**config.mk**
```make
export PLATFORM = sky130hd
export DESIGN_NAME = load_store_unit
export DESIGN_NICKNAME = d
export VERILOG_FILES = /design/src/rtl/lsu_pkg.sv /design/src/rtl/lsu_align.sv /design/src/rtl/load_store_unit.sv
export SDC_FILE = /design/constraint.sdc
export NUM_CORES = 1
export LEC_CHECK = 0
export CAP_MARGIN = 5
export CORE_ASPECT_RATIO = 0.7
export CORE_MARGIN = 2
export CORE_UTILIZATION = 43
export DETAILED_ROUTE_END_ITERATION = 6
export PLACE_DENSITY = 0.88
export SLEW_MARGIN = 30
export SYNTH_ARGS = -nofsm -noshare
export SYNTH_HDL_FRONTEND = slang
export SYNTH_SLANG_ARGS = --single-unit
```
**constraint.sdc**
```tcl
create_clock -name clk -period 2.7 [get_ports clk]
set_input_delay 0.54 -clock clk [delete_from_list [all_inputs] [get_ports clk]]
set_output_delay 0.54 -clock clk [all_outputs]
set_load 0.05 [all_outputs]
```
**src/rtl/lsu_pkg.sv**
```systemverilog
// Shared definitions for the load/store unit.
//   F3_*         : RV32I load/store funct3 encodings
//   lsu_state_t  : access sequencer states
//   f3_is_legal  : funct3 values the unit accepts
package lsu_pkg;

   localparam logic [2:0] F3_B  = 3'b000;
   localparam logic [2:0] F3_H  = 3'b001;
   localparam logic [2:0] F3_W  = 3'b010;
   localparam logic [2:0] F3_BU = 3'b100;
   localparam logic [2:0] F3_HU = 3'b101;

   typedef enum logic [1:0] {
      IDLE = 2'd0,
      BUSY = 2'd1,
      DONE = 2'd2
   } lsu_state_t;

   function automatic logic f3_is_legal(input logic [2:0] f3);
      return (f3 == F3_B) || (f3 == F3_H) || (f3 == F3_W) ||
             (f3 == F3_BU) || (f3 == F3_HU);
   endfunction

endpackage

```
**src/rtl/lsu_align.sv**
```systemverilog
// Combinational lane logic for the load/store unit.
//   Request side (current instruction):
//     req_funct3, req_off, req_wdata  in  : access size/sign, addr[1:0], store data
//     req_legal                       out : funct3 legal and address aligned for its size
//     req_be, req_lane_wdata          out : byte enables and lane-replicated store data
//   Load side (latched access):
//     ld_funct3, ld_off, ld_word      in  : latched funct3/addr[1:0], bus read word
//     ld_data                         out : selected lane, sign/zero extended
module lsu_align
   import lsu_pkg::*;
(
   input  logic [2:0]  req_funct3,
   input  logic [1:0]  req_off,
   input  logic [31:0] req_wdata,
   output logic        req_legal,
   output logic [3:0]  req_be,
   output logic [31:0] req_lane_wdata,
   input  logic [2:0]  ld_funct3,
   input  logic [1:0]  ld_off,
   input  logic [31:0] ld_word,
   output logic [31:0] ld_data
);

   logic [7:0]  ld_byte;
   logic [15:0] ld_half;

   always_comb begin
      req_legal      = 1'b0;
      req_be         = 4'b0000;
      req_lane_wdata = 32'h0;
      case (req_funct3)
         F3_B, F3_BU: begin
            req_legal      = 1'b1;
            req_be         = 4'b0001 << req_off;
            req_lane_wdata = {4{req_wdata[7:0]}};
         end
         F3_H, F3_HU: begin
            req_legal      = ~req_off[0];
            req_be         = req_off[1] ? 4'b1100 : 4'b0011;
            req_lane_wdata = {2{req_wdata[15:0]}};
         end
         F3_W: begin
            req_legal      = (req_off == 2'b00);
            req_be         = 4'b1111;
            req_lane_wdata = req_wdata;
         end
         default: begin
            req_legal = 1'b0;
         end
      endcase
   end

   always_comb begin
      ld_byte = ld_word[7:0];
      case (ld_off)
         2'd0:    ld_byte = ld_word[7:0];
         2'd1:    ld_byte = ld_word[15:8];
         2'd2:    ld_byte = ld_word[23:16];
         default: ld_byte = ld_word[31:24];
      endcase
      ld_half = ld_off[1] ? ld_word[31:16] : ld_word[15:0];

      ld_data = ld_word;
      case (ld_funct3)
         F3_B:    ld_data = {{24{ld_byte[7]}}, ld_byte};
         F3_BU:   ld_data = {24'h0, ld_byte};
         F3_H:    ld_data = {{16{ld_half[15]}}, ld_half};
         F3_HU:   ld_data = {16'h0, ld_half};
         default: ld_data = ld_word;
      endcase
   end

endmodule

```
**src/rtl/load_store_unit.sv**
```systemverilog
// Memory-stage load/store unit: turns RV32I loads/stores into aligned word
// bus requests with byte enables, extends load data and stalls the pipeline
// until the bus acknowledges or the wait counter expires.
//
//   state | meaning
//   IDLE  | waiting for a live load/store; illegal ones pulse fault
//   BUSY  | mem_req high, waiting for mem_ack or timeout
//   DONE  | one-cycle completion, pipeline advances, nothing accepted
//
// Ports:
//   clk, reset                        single clock, synchronous active-high reset
//   valid_i, rd_en, wr_en, funct3     instruction qualifiers (wr_en wins over rd_en)
//   addr, wdata                       byte address and store data
//   rdata                             extended load result (registered)
//   stall                             freeze upstream pipeline registers
//   done, fault, bus_err              one-cycle status pulses
//   mem_req, mem_we, mem_addr,
//   mem_be, mem_wdata                 registered word bus request
//   mem_ack, mem_rdata                bus completion and read word
//
// TIMEOUT is the number of BUSY cycles without mem_ack before the access is
// aborted; an ack in the last allowed cycle still completes normally.
module load_store_unit
   import lsu_pkg::*;
#(
   parameter int TIMEOUT = 255
)
(
   input  logic        clk,
   input  logic        reset,
   input  logic        valid_i,
   input  logic        rd_en,
   input  logic        wr_en,
   input  logic [2:0]  funct3,
   input  logic [31:0] addr,
   input  logic [31:0] wdata,
   output logic [31:0] rdata,
   output logic        stall,
   output logic        done,
   output logic        fault,
   output logic        bus_err,
   output logic        mem_req,
   output logic        mem_we,
   output logic [31:0] mem_addr,
   output logic [3:0]  mem_be,
   output logic [31:0] mem_wdata,
   input  logic        mem_ack,
   input  logic [31:0] mem_rdata
);

   localparam int                CNT_W    = $clog2(TIMEOUT + 1);
   localparam logic [CNT_W-1:0]  CNT_LAST = CNT_W'(TIMEOUT - 1);

   lsu_state_t        state;
   lsu_state_t        state_next;
   logic [CNT_W-1:0]  wait_cnt;
   logic [2:0]        ld_funct3;
   logic [1:0]        ld_off;

   logic              op;
   logic              req_legal;
   logic [3:0]        req_be;
   logic [31:0]       req_lane_wdata;
   logic [31:0]       ld_data;
   logic              accept;
   logic              reject;
   logic              ack_hit;
   logic              timeout_hit;

   lsu_align u_align (
      .req_funct3     (funct3),
      .req_off        (addr[1:0]),
      .req_wdata      (wdata),
      .req_legal      (req_legal),
      .req_be         (req_be),
      .req_lane_wdata (req_lane_wdata),
      .ld_funct3      (ld_funct3),
      .ld_off         (ld_off),
      .ld_word        (mem_rdata),
      .ld_data        (ld_data)
   );

   assign op          = valid_i & (rd_en | wr_en);
   assign accept      = (state == IDLE) & op & req_legal & f3_is_legal(funct3);
   assign reject      = (state == IDLE) & op & ~(req_legal & f3_is_legal(funct3));
   assign ack_hit     = (state == BUSY) & mem_ack;
   // ack has priority over an expiry in the same cycle
   assign timeout_hit = (state == BUSY) & ~mem_ack & (wait_cnt == CNT_LAST);

   always_ff @(posedge clk) begin
      if (reset) begin
         state <= IDLE;
      end else begin
         state <= state_next;
      end
   end

   always_comb begin
      state_next = state;
      stall      = 1'b0;
      done       = 1'b0;
      case (state)
         IDLE: begin
            if (accept) begin
               stall      = 1'b1;
               state_next = BUSY;
            end
         end
         BUSY: begin
            stall = 1'b1;
            if (ack_hit || timeout_hit) begin
               state_next = DONE;
            end
         end
         DONE: begin
            done       = 1'b1;
            state_next = IDLE;
         end
         default: begin
            state_next = IDLE;
         end
      endcase
   end

   always_ff @(posedge clk) begin
      if (reset) begin
         rdata     <= 32'h0;
         fault     <= 1'b0;
         bus_err   <= 1'b0;
         mem_req   <= 1'b0;
         mem_we    <= 1'b0;
         mem_addr  <= 32'h0;
         mem_be    <= 4'b0000;
         mem_wdata <= 32'h0;
         wait_cnt  <= '0;
         ld_funct3 <= 3'b000;
         ld_off    <= 2'b00;
      end else begin
         fault   <= reject;
         bus_err <= timeout_hit;

         if (accept) begin
            mem_req   <= 1'b1;
            mem_we    <= wr_en;
            mem_addr  <= {addr[31:2], 2'b00};
            mem_be    <= req_be;
            mem_wdata <= req_lane_wdata;
            ld_funct3 <= funct3;
            ld_off    <= addr[1:0];
            wait_cnt  <= '0;
         end

         if (ack_hit) begin
            mem_req <= 1'b0;
            if (!mem_we) begin
               rdata <= ld_data;
            end
         end else if (timeout_hit) begin
            mem_req <= 1'b0;
            if (!mem_we) begin
               rdata <= 32'h0;
            end
         end else if (state == BUSY) begin
            wait_cnt <= wait_cnt + CNT_W'(1);
         end
      end
   end

endmodule

```
* Word level (Yosys, flattened, before mapping)
Index checks and enable logic that the tools add are counted. W data, S select, Z words.
Word-level totals: logic and storage cells 80, input bits 105, output and inout bits 106, flip-flop bits (word level) 117
Cells by class: reductions and logical operators 16, shifts and indexed selects 1, add/subtract/negate cells 1, bitwise gates (word level) 13, equal/unequal tests 16, muxes and demuxes 21
Operators by type and width (count):
- $mux W32 | 4
- $pmux W32 S4 | 1
- $pmux W32 S3 | 1
- $mux W8 | 4
- $pmux W8 S3 | 1
- $mux W16 | 1
- $eq A3 B3 Y1 const B | 4
- $pmux W4 S3 | 1
- $and A1 B1 Y1 | 9
- $add A8 B1 Y8 const B | 1
- $eq A8 B8 Y1 const B | 1
- $eq A3 B1 Y1 const B | 2
- $logic_not A2 Y1 | 3
- $logic_not A3 Y1 | 2
- $ne A2 B2 Y1 const B | 3
- $logic_or A1 B1 Y1 | 5
- $eq A2 B1 Y1 const B | 2
- $eq A2 B2 Y1 const B | 2
- $mux W2 | 2
- $mux W4 | 1
- $pmux W2 S2 | 1
- $reduce_or A2 Y1 | 2
- $shl A1 B2 Y4 const A | 1
- $eq A3 B2 Y1 const B | 1
- other kinds (10) | 13

* Logic depth before layout (Yosys ltp)
depth after elaboration 10, mapped depth 7

* Hierarchy
Synthesis repeated with hierarchy kept, for this count alone.
Unflattened totals: cells, all modules 726, area total of the unflattened synthesis 5894.4 sq um
Modules (own cells, without submodules):
- load_store_unit | area an instance 4623.2 sq um, cells each 532, times used 1
- lsu_align | area an instance 1271.2 sq um, cells each 194, times used 1

* Worst setup path after synthesis
No wires, ideal clock.
path kind input-to-output, from input port addr[1], to output port stall, cell stages on the path 5, arrival time 2.233 ns, slack -0.073 ns, required time 2.160 ns, path through or4_1 a2111o_1 buf_2 buf_1 nand2_1
On the way: word-level cells in the longest chain between the ends 6
RTL lines:
- start, declared | RTL line load_store_unit.sv:35 | input logic [31:0] addr,
- $logic_not A2 Y1 | RTL line lsu_align.sv:43 | req_legal = (req_off == 2'b00);
- $pmux W1 S3 | RTL line lsu_align.sv:31 | case (req_funct3)
- $and A1 B1 Y1 (2 in series) | RTL line load_store_unit.sv:84 | assign accept = (state == IDLE) & op & req_legal & f3_is_legal(funct3);
- $mux W1 | RTL line load_store_unit.sv:104 | if (accept) begin
- $pmux W1 S2 | RTL line load_store_unit.sv:102 | case (state)
- end, declared | RTL line load_store_unit.sv:38 | output logic stall,
No other way between the ends.

* Worst setup path in the final report
from input port addr[0], to output port stall
On the way: word-level cells in the longest chain between the ends 6, elaborated cells between the ends (all ways) 7
RTL lines (RTL line):
- $logic_not A2 Y1 / $not A1 Y1 (equally long branches) | lsu_align.sv:43, lsu_align.sv:38
- $pmux W1 S3 * | lsu_align.sv:31
- $and A1 B1 Y1 * (2 in series) | load_store_unit.sv:84
- $mux W1 * | load_store_unit.sv:104
- $pmux W1 S2 * | load_store_unit.sv:102
Every way passes the cells marked *; elsewhere a longest branch is shown, timed or not.

==> flow_metrics.tcl <==
set metrics [dict create \
    fin_crit_ns 2.65 \
    tightest_slew_ns 0.791 \
    ys_warn_count 0 \
    setup_viol 0 \
    timing.final.crit_share 0.982 \
    dieArea_mm2 0.0127 \
    layout-drive-gt1-share 0.101 \
    holdCritPathClass "in2reg" \
    synth_top_family_by_area "compound AO/OA/AOI/OAI gates" \
    routed-via-count 5533 \
    crit_path_start_kind "input port" \
    cts_buffers 17 \
    numPortBuffers 208 \
    critPathArrivalTime_ns 2.11 \
    cp_slowest_cell "or4_4" \
    ys_seq_area_frac 0.460 \
    slowest_delay_ns 0.54 \
    area_growth_pct 58.3 \
    synth_top_area_frac 0.460 \
    synth.most_common_cell "nand2_1" \
    end_kind "output pin" \
    synth-compound-area-share 0.236 \
    required_ns 2.16 \
    clk_latency_ns 0.40 \
    path_clk_slew_ns 0.05 \
    yosys-top-cells-count "124 x nand2_1, 117 x dfxtp_1, 70 x a21oi_1" \
    synth_edf_count 0 \
    final-hold-violation-count 0 \
    routedWlPerCell_um 17.7 \
    antenna_found_initial 0 \
    fin_nets 922 \
    synth_area_leader_cell "dfxtp_1" \
    io_pins 211 \
    path_class "in2out" \
    whs_ns 0.412 \
    drv_slew 0 \
    worst-path-buf-inv 2 \
    postRouteWirelength_um 17400 \
    max-vdd-ir-drop_mv 0.463 \
    status "finished, final reports clean" \
    die_w_um 134 \
    drtIter0Drc 510 \
    drc 0 \
    synth-simple-area-share 0.229 \
    ant_nets 0 \
    design.core.area_mm2 0.0116 \
    ys_types 55 \
    diodes 0 \
    grtUsageTotal 0.268 \
    grt_pass1_wl_um 26900 \
    drv_cap 0 \
    max_freq_mhz 377 \
    dpl.hpwl_um 12600 \
    cp_cell_sequence "dlygate4sd2_1, or4_4, a2111o_2, nand2_2, buf_12" \
    netlist_area_mm2 0.00509 \
    synth_fa_ha_area_frac 0.00491 \
    power_uw 4950 \
    slew-limit-headroom 0.472 \
    synthMuxAreaShare 0.0263 \
    grt_max_degree 56 \
    syn_inst 602 \
    critical-path-top-delay-family "simple AND/OR/NAND/NOR gates" \
    syn_avg_cell_area_um2 8.46 \
    fp.dieH_um 95.1 \
    final.setup_skew_ns 0.0116 \
    cts_sinks 117 \
    synth_area_leaders "dfxtp_1 46%, nand2_1 9.1%, a21oi_1 6.9%, a311oi_1 4.3%, a221o_1 3.1%" \
    tritoncts "done" \
    drt_pass1_iterations 5 \
    grt_pass1_vias 5278 \
    synth_ff_type "dfxtp_1" \
    synth-seq-cells 117 \
    cts_root_buf "clkbuf_16" \
    gr-total-overflow 0 \
    p_leak_uw 0.00289 \
    initial_core_util 0.437 \
    fin_tns_setup_ns 0 \
    clockBufferDepth 2 \
    yosys.area_share.xor_xnor 0 \
    synthArstFlopShare 0 \
    crit_fanout 2 \
    routabilityCongestion 0.914 \
    p_per_area_mw_per_mm2 614 \
    fp-row-count 33 \
    rsz0062_at_grt "false" \
    via_per_inst 5.62 \
    cts_htree_levels 4 \
]
layer usage:
layer	global-route usage	up-vias	share of wire
li1	-	2603	-
met1	0.356	2639	0.43
met2	0.431	270	0.47
met3	0.0824	21	0.091
met4	0.0632	0	0.0090
met5	0	-	0
flip-flops by register name, indices dropped and copies added, names as in the netlist, 2 cells and up:
signal     count
wait_cnt       8
rdata         32
state          2
ld_funct3      3
mem_addr      30
mem_wdata     32
mem_be         4
ld_off         2
logic make-up (layout without fill, tap and decap cells):
group                    Yosys count  in the layout
buffers and inverters             55            280
AO/OA/AOI/OAI                    171            171
AND/OR/NAND/NOR                  245            245
flip-flops                       117            117
adder cells (fa/ha/maj)            2              2
multiplexers                      11             11
other                              1              2
final timing paths:
kind,endpoint,cells after the start,slack [ns],from
worst max-delay path,stall,5,0.05,addr[0]
worst min-delay path,bus_err,2,0.41,reset
worst max register to register,wait_cnt[2],6,0.74,state[0]
worst min register to register,mem_addr[5],2,0.45,mem_addr[5]
power by group:
part	internal, uW	switching (uW)	total (uW)
sequential	1800	52.4	1850
combinational	381	535	917
clock	1380	799	2180
metrics by stage:
stage | setup slack (ns) | util | std cells | instance area (um^2)
after global routing | 0.0182 | 0.692 | 985 | 8060
after detailed placement | -0.222 | 0.642 | 952 | 7470
after CTS | 0.0626 | 0.692 | 985 | 8060
after global placement | -0.175 | 0.642 | 952 | 7470
final | 0.0494 | 0.692 | 985 | 8060
after floorplan | 0.0462 | - | 603 | 5100
final cells by class:
cell class | instances | area (um^2)
well taps | 157 | 196
clock inverters | 11 | 129
multi-input cells | 431 | 2540
fillers | 885 | 3580
clock buffers | 21 | 450
inverters | 6 | 22.5
repair buffers | 242 | 2370
flip-flops and latches | 117 | 2340
layout by cell type, fill, tap and decap left out, drive strengths merged, types with 7 or more instances in the layout:
cell type,n
a21oi,70
a221o,16
a311oi,25
a32o,8
buf,36
clkbuf,21
clkdlybuf4s50,202
dfxtp,117
mux2,9
nand2,124
nand2b,21
nand3,7
nand3b,8
nor2,38
nor3,13
o21ai,21
o2bb2ai,8
or3,7
repair_timing:
action,4_1_cts,5_1_grt
hold buffers,0,0
endpoints found under the setup margin,1,0
resized for setup,5,0
buffers inserted,1,0
Note: power is estimated with default switching activity, not from simulation.
